`src/rtl/add_disp_pkg.sv`:
```
// -----------------------------------------------------------------------------
// add_disp_pkg
// Shared definitions for the adder + 4-digit multiplexed 7-segment display.
//   state_e      : controller states (BLANK until the first load, then SCAN)
//   SEG_0..SEG_F : active-low segment patterns, bit order {a,b,c,d,e,f,g}
//   SEG_BLANK    : all segments off
//   AN_OFF       : all anodes disabled
//   hex_to_seg() : 4-bit value to segment pattern lookup
// -----------------------------------------------------------------------------
package add_disp_pkg;

    typedef enum logic [0:0] {
        ST_BLANK = 1'b0,
        ST_SCAN  = 1'b1
    } state_e;

    localparam logic [6:0] SEG_0 = 7'b0000001;
    localparam logic [6:0] SEG_1 = 7'b1001111;
    localparam logic [6:0] SEG_2 = 7'b0010010;
    localparam logic [6:0] SEG_3 = 7'b0000110;
    localparam logic [6:0] SEG_4 = 7'b1001100;
    localparam logic [6:0] SEG_5 = 7'b0100100;
    localparam logic [6:0] SEG_6 = 7'b0100000;
    localparam logic [6:0] SEG_7 = 7'b0001111;
    localparam logic [6:0] SEG_8 = 7'b0000000;
    localparam logic [6:0] SEG_9 = 7'b0000100;
    localparam logic [6:0] SEG_A = 7'b0001000;
    localparam logic [6:0] SEG_B = 7'b1100000;
    localparam logic [6:0] SEG_C = 7'b0110001;
    localparam logic [6:0] SEG_D = 7'b1000010;
    localparam logic [6:0] SEG_E = 7'b0110000;
    localparam logic [6:0] SEG_F = 7'b0111000;

    localparam logic [6:0] SEG_BLANK = 7'b1111111;
    localparam logic [3:0] AN_OFF    = 4'b1111;

    function automatic logic [6:0] hex_to_seg(input logic [3:0] v);
        logic [6:0] s;
        case (v)
            4'h0:    s = SEG_0;
            4'h1:    s = SEG_1;
            4'h2:    s = SEG_2;
            4'h3:    s = SEG_3;
            4'h4:    s = SEG_4;
            4'h5:    s = SEG_5;
            4'h6:    s = SEG_6;
            4'h7:    s = SEG_7;
            4'h8:    s = SEG_8;
            4'h9:    s = SEG_9;
            4'hA:    s = SEG_A;
            4'hB:    s = SEG_B;
            4'hC:    s = SEG_C;
            4'hD:    s = SEG_D;
            4'hE:    s = SEG_E;
            default: s = SEG_F;
        endcase
        return s;
    endfunction

endpackage

```
`src/rtl/seg7_hex.sv`:
```
// -----------------------------------------------------------------------------
// seg7_hex
// Hex digit to active-low 7-segment decoder (purely combinational).
//   value_i [3:0] : digit value 0..F
//   seg_o   [6:0] : segment pattern {a,b,c,d,e,f,g}, 0 = lit
// -----------------------------------------------------------------------------
module seg7_hex
    import add_disp_pkg::*;
(
    input  logic [3:0] value_i,
    output logic [6:0] seg_o
);

    assign seg_o = hex_to_seg(value_i);

endmodule

```
`src/rtl/add_disp_scan.sv`:
```
// -----------------------------------------------------------------------------
// add_disp_scan
// Captures two 4-bit operands on load, registers their 5-bit sum and scans it
// across a 4-digit common-anode display:
//   digit 3 = a_q (hex), digit 2 = b_q (hex), digit 1 = sum tens (blanked when
//   zero), digit 0 = sum units, decimal point on digit 0 flags the carry out.
// Each digit slot lasts REFRESH_DIV cycles; the first cycle of every slot is
// dark so the previous digit's segments never bleed onto the next anode.
//
// Ports
//   clk         : system clock, rising edge
//   rst         : synchronous active-high reset, dominates load
//   a, b [3:0]  : operands, sampled only when load=1
//   load        : single-cycle capture strobe
//   seg  [6:0]  : active-low segments {a..g}
//   an   [3:0]  : active-low anode enables, an[0] = rightmost digit
//   dp          : active-low decimal point
//   sum_q[4:0]  : registered a_q + b_q
//   busy        : high while scanning
//
// State | meaning
// ------+-------------------------------------------------------------
// BLANK | no load seen since reset; display dark
// SCAN  | operands valid; refresh counter and digit index running
// -----------------------------------------------------------------------------
module add_disp_scan
    import add_disp_pkg::*;
#(
    parameter int unsigned REFRESH_DIV = 50000
) (
    input  logic       clk,
    input  logic       rst,
    input  logic [3:0] a,
    input  logic [3:0] b,
    input  logic       load,
    output logic [6:0] seg,
    output logic [3:0] an,
    output logic       dp,
    output logic [4:0] sum_q,
    output logic       busy
);

    localparam logic [15:0] CNT_LAST = 16'(REFRESH_DIV - 1);

    state_e      state_q, state_d;
    logic [15:0] cnt_q, cnt_d;
    logic [1:0]  idx_q, idx_d;
    logic [3:0]  a_q, a_d;
    logic [3:0]  b_q, b_d;
    logic [4:0]  sum_d;

    logic [1:0]  tens;
    logic [3:0]  ones;
    logic [4:0]  ones_wide;
    logic [3:0]  digit_val;
    logic        digit_blank;
    logic [6:0]  digit_seg;

    // ---------------- state register ----------------
    always_ff @(posedge clk) begin
        if (rst) begin
            state_q <= ST_BLANK;
            cnt_q   <= '0;
            idx_q   <= '0;
            a_q     <= '0;
            b_q     <= '0;
            sum_q   <= '0;
        end else begin
            state_q <= state_d;
            cnt_q   <= cnt_d;
            idx_q   <= idx_d;
            a_q     <= a_d;
            b_q     <= b_d;
            sum_q   <= sum_d;
        end
    end

    // ---------------- next state ----------------
    always_comb begin
        state_d = state_q;
        cnt_d   = cnt_q;
        idx_d   = idx_q;
        a_d     = a_q;
        b_d     = b_q;
        sum_d   = sum_q;

        if (load) begin
            a_d   = a;
            b_d   = b;
            sum_d = {1'b0, a} + {1'b0, b};
        end

        case (state_q)
            ST_BLANK: begin
                if (load) begin
                    state_d = ST_SCAN;
                    cnt_d   = '0;
                    idx_d   = '0;
                end
            end
            ST_SCAN: begin
                // A load here only refreshes the operands; the scan keeps going.
                if (cnt_q == CNT_LAST) begin
                    cnt_d = '0;
                    idx_d = idx_q + 2'd1;
                end else begin
                    cnt_d = cnt_q + 16'd1;
                end
            end
            default: state_d = ST_BLANK;
        endcase
    end

    // ---------------- decimal split (sum_q is 0..30) ----------------
    always_comb begin
        tens      = 2'd0;
        ones_wide = sum_q;
        if (sum_q >= 5'd30) begin
            tens      = 2'd3;
            ones_wide = sum_q - 5'd30;
        end else if (sum_q >= 5'd20) begin
            tens      = 2'd2;
            ones_wide = sum_q - 5'd20;
        end else if (sum_q >= 5'd10) begin
            tens      = 2'd1;
            ones_wide = sum_q - 5'd10;
        end
        ones = ones_wide[3:0];
    end

    // ---------------- digit mux ----------------
    always_comb begin
        digit_val   = ones;
        digit_blank = 1'b0;
        case (idx_q)
            2'd0: digit_val = ones;
            2'd1: begin
                digit_val   = {2'b00, tens};
                digit_blank = (tens == 2'd0);
            end
            2'd2: digit_val = b_q;
            default: digit_val = a_q;
        endcase
    end

    seg7_hex u_seg7_hex (
        .value_i (digit_val),
        .seg_o   (digit_seg)
    );

    // ---------------- display outputs (registered state only) ----------------
    always_comb begin
        an  = AN_OFF;
        seg = SEG_BLANK;
        dp  = 1'b1;
        if (state_q == ST_SCAN && cnt_q != 16'd0) begin
            an  = ~(4'b0001 << idx_q);
            seg = digit_blank ? SEG_BLANK : digit_seg;
            dp  = ~((idx_q == 2'd0) & sum_q[4]);
        end
    end

    assign busy = (state_q == ST_SCAN);

endmodule

```
`config.mk`:
```
export PLATFORM = sky130hd
export DESIGN_NAME = add_disp_scan
export DESIGN_NICKNAME = d
export VERILOG_FILES = /design/src/rtl/add_disp_pkg.sv /design/src/rtl/seg7_hex.sv /design/src/rtl/add_disp_scan.sv
export SDC_FILE = /design/constraint.sdc
export NUM_CORES = 1
export LEC_CHECK = 0
export ABC_AREA = 1
export BUFFER_PORTS_ARGS = -buffer_cell sky130_fd_sc_hd__buf_2
export CORE_MARGIN = 2
export CORE_UTILIZATION = 50
export DETAILED_ROUTE_END_ITERATION = 7
export PLACE_DENSITY_LB_ADDON = 0.2
export RECOVER_POWER = 50
export SKIP_LAST_GASP = 1
export SLEW_MARGIN = 40
export SYNTH_ARGS = -nofsm -noshare
export SYNTH_HDL_FRONTEND = slang
export SYNTH_SLANG_ARGS = --single-unit
```
`constraint.sdc`:
```
create_clock -name clk -period 2.55 [get_ports clk]
set_clock_uncertainty 0.15 [all_clocks]
set_input_delay 0.51 -clock clk [delete_from_list [all_inputs] [get_ports clk]]
set_output_delay 0.51 -clock clk [all_outputs]
set_load 0.1 [all_outputs]
```
==> results_dict.tcl <==
set metrics [dict create \
    yosysWarningCount 0 \
    async_reset_ff_share_pct 0 \
    critical-path-top-delay-family "simple AND/OR/NAND/NOR gates" \
    port_buffers 28 \
    wl_per_cell_um 16.6 \
    postSynthCellCount 349 \
    final_core_util_pct 82.6 \
    totalWireLength_um 8160 \
    grt_util_met2_pct 54.8 \
    via_per_inst 5.71 \
    crit_top_cell "nand2_2" \
    slowest_delay_ns 0.38 \
    start_kind "flop" \
    crit_type "reg -> out" \
    violations "negative setup slack" \
    worst_pin_slew_ns 1.16 \
    cts_root_buf "clkbuf_8" \
    place_area_mm2 0.00319 \
    synth.area.top_cells "dfxtp_1 (27%), nand2_1 (12%), ha_1 (12%)" \
    drive_above_1_share_pct 42.8 \
    slew_violations 0 \
    pin_count 29 \
    synth_most_common_cell "nand2_1" \
    start_util_pct 53.1 \
    synth_edf_count 0 \
    end_kind "primary output" \
    syn_avg_cell_area_um2 6.77 \
    cts_sinks 32 \
    place_congestion 0.873 \
    cap_viol_max_count 0 \
    antenna_cells 0 \
    drt_iter0_drc 193 \
    slew_headroom_pct 23.1 \
    ant_nets 0 \
    htreeDepth 2 \
    hp-class "in -> reg" \
    coreArea_mm2 0.00444 \
    cp_cell_sequence "inv_6 -> ha_4 -> nand2_2 -> nand2_2 -> nand2_4 -> nand2_2 -> nand2_2 -> nand2_1 -> nand2_1 -> o21ai_2 -> buf_6 -> ha_4 -> nand2_2 -> o211ai_1 -> buf_12" \
    min_period_ns 3.17 \
    dp_slack_ns -0.245 \
    run_status "finished with violations" \
    synth.distinct_cells 37 \
    ys_seq_area_share_pct 27.1 \
    clk_pin_slew_ns 0.07 \
    row_count 24 \
    yosys_register_bits 32 \
    netlist.area_leader.share_pct 27.1 \
    grt_pass1_wl_um 12500 \
    die_x_um 72.7 \
    grt_pass1_vias 2678 \
    drc 0 \
    dr.pass1.iters 5 \
    dieArea_mm2 0.00529 \
    grtUsageTotal_pct 30.1 \
    area_delta_synth_final_pct 55.5 \
    clk_path_buf_depth 2 \
    yosysTopAreaCell "dfxtp_1" \
    met3_usage_pct 5.25 \
    timing.fmax_ghz 0.316 \
    cp_data_required_time_ns 1.89 \
    finalSetupViolCount 7 \
    cts_made_buffers 5 \
    synth_area_mm2 0.00236 \
    layout_worst_path_cycle_share_pct 124 \
    cp_data_arrival_time_ns 2.51 \
    gr-max-usage-layer "met2" \
    hpwl_um 4700 \
    hold_viol_final 0 \
    peakVddDrop_uv 337 \
    grt_antenna_before_repair 0 \
    powerDensity_mw_per_mm2 470 \
    layout.nets 472 \
    crit_fanout 5 \
    grt.overflow.total 0 \
    finalInstanceArea_mm2 0.00367 \
    cts_tree "done" \
    die_height_um 72.7 \
    vias 2803 \
    worst_slack_ns -0.616 \
    slowest_stage "dfxtp_4" \
    synthTopCellsByCount "nand2_1 (74), inv_1 (42), nand3_1 (37), dfxtp_1 (32), nor2_1 (30)" \
    grt_max_degree 18 \
    rsz0062_at_grt "true" \
    p_leak_nw 1.65 \
    synth_top_flop_cell "dfxtp_1" \
    met1_usage_pct 35.3 \
    clk-insertion-delay-late_ns 0.29 \
    cp_num_buf_inv 3 \
    syn_nets 383 \
]
-- state kept, by name, indices dropped and copies added (netlist names) --
name and count:
idx_q 2, sum_q 5, busy 1, a_q 4, cnt_q 16, b_q 4
-- kinds of logic after synthesis --
kind of cell             after synthesis  synth area share [%]
AND/OR/NAND/NOR                      173                  34.3
AO/OA/AOI/OAI                         65                  15.8
buffers and inverters                 51                  8.32
flip-flops                            32                  27.1
adder cells (fa/ha/maj)               23                  12.5
XOR/XNOR                               5                  1.86
-- tightest hold or removal path, stage by stage --
cell    delay, ns
buf_2        0.09
nor2_1       0.04
nor2_1       0.09
-- final timing paths --
check / startpoint / end / slack (ns) / cells after the start
max: sum_q[1] / seg[4] / -0.62 / 15
min: b[0] / b_q[0] / 0.33 / 3
max reg2reg: cnt_q[0] / idx_q[1] / 0.60 / 9
min reg2reg: cnt_q[13] / cnt_q[13] / 0.34 / 2
-- routing by layer --
| metal | share of wire (%) | vias to the layer above |
|---|---|---|
| li1 | - | 1322 |
| met1 | 39 | 1318 |
| met2 | 52 | 125 |
| met3 | 5.1 | 38 |
| met4 | 4.2 | 0 |
| met5 | 0 | - |
-- power breakdown --
part | internal, W | leakage (nW) | switching (W) | total (W)
clock network | 0.000220 | 0.0488 | 0.000203 | 0.000423
logic | 0.000280 | 1.34 | 0.000481 | 0.000761
registers | 0.000519 | 0.266 | 0.0000231 | 0.000543
total | 0.00102 | 1.65 | 0.000706 | 0.00173
-- cell type report --
cell class | instances | area, µm²
multi-input combinational | 266 | 1880
tap | 52 | 65.1
timing repair buffer | 90 | 801
fill | 249 | 772
inverter | 43 | 171
sequential | 32 | 661
clock buffer | 7 | 86.3
clock inverter | 1 | 6.26
-- per-stage QoR --
| stage | hold WS [ns] | cells | power, W | setup TNS [ns] |
|---|---|---|---|---|
| after floorplan | 0.304 | 349 | 0.000945 | -2.92 |
| after global placement | 0.321 | 469 | 0.00112 | -0.767 |
| after detailed placement | 0.326 | 469 | 0.00113 | -1.21 |
| after CTS | 0.331 | 486 | 0.00163 | -2.48 |
| after global routing | 0.320 | 491 | 0.00180 | -4.72 |
| final | 0.332 | 491 | 0.00173 | -4.03 |
-- what timing repair did --
action / in CTS / in global routing
resized for setup: 51 / 25
setup endpoints to repair: 7 / 12
pin swaps: 23 / 13
hold buffers: 0 / 0
setup buffers: 9 / 5
-- cells in the final DEF (no fill, tap or decap), types with 3 or more instances in the layout --
cell,synthesis,routed
clkbuf_1,5,4
nor2_1,30,27
buf_2,1,13
nand2_2,6,26
nand3_4,0,7
o21ai_1,2,3
dfxtp_1,32,24
inv_4,0,3
nand2_1,74,47
buf_6,0,5
nand3_1,37,23
o21ai_0,23,22
inv_2,1,5
dfxtp_2,0,4
ha_1,22,13
dfxtp_4,0,4
a21oi_1,26,25
inv_1,42,35
nand2_4,4,10
buf_12,0,12
nor2_4,2,6
nor3_1,5,5
buf_4,1,57
xnor2_1,3,3
nand3_2,3,10
ha_4,0,7
clkbuf_8,0,6
No activity file was read; power rests on OpenSTA's default activity.
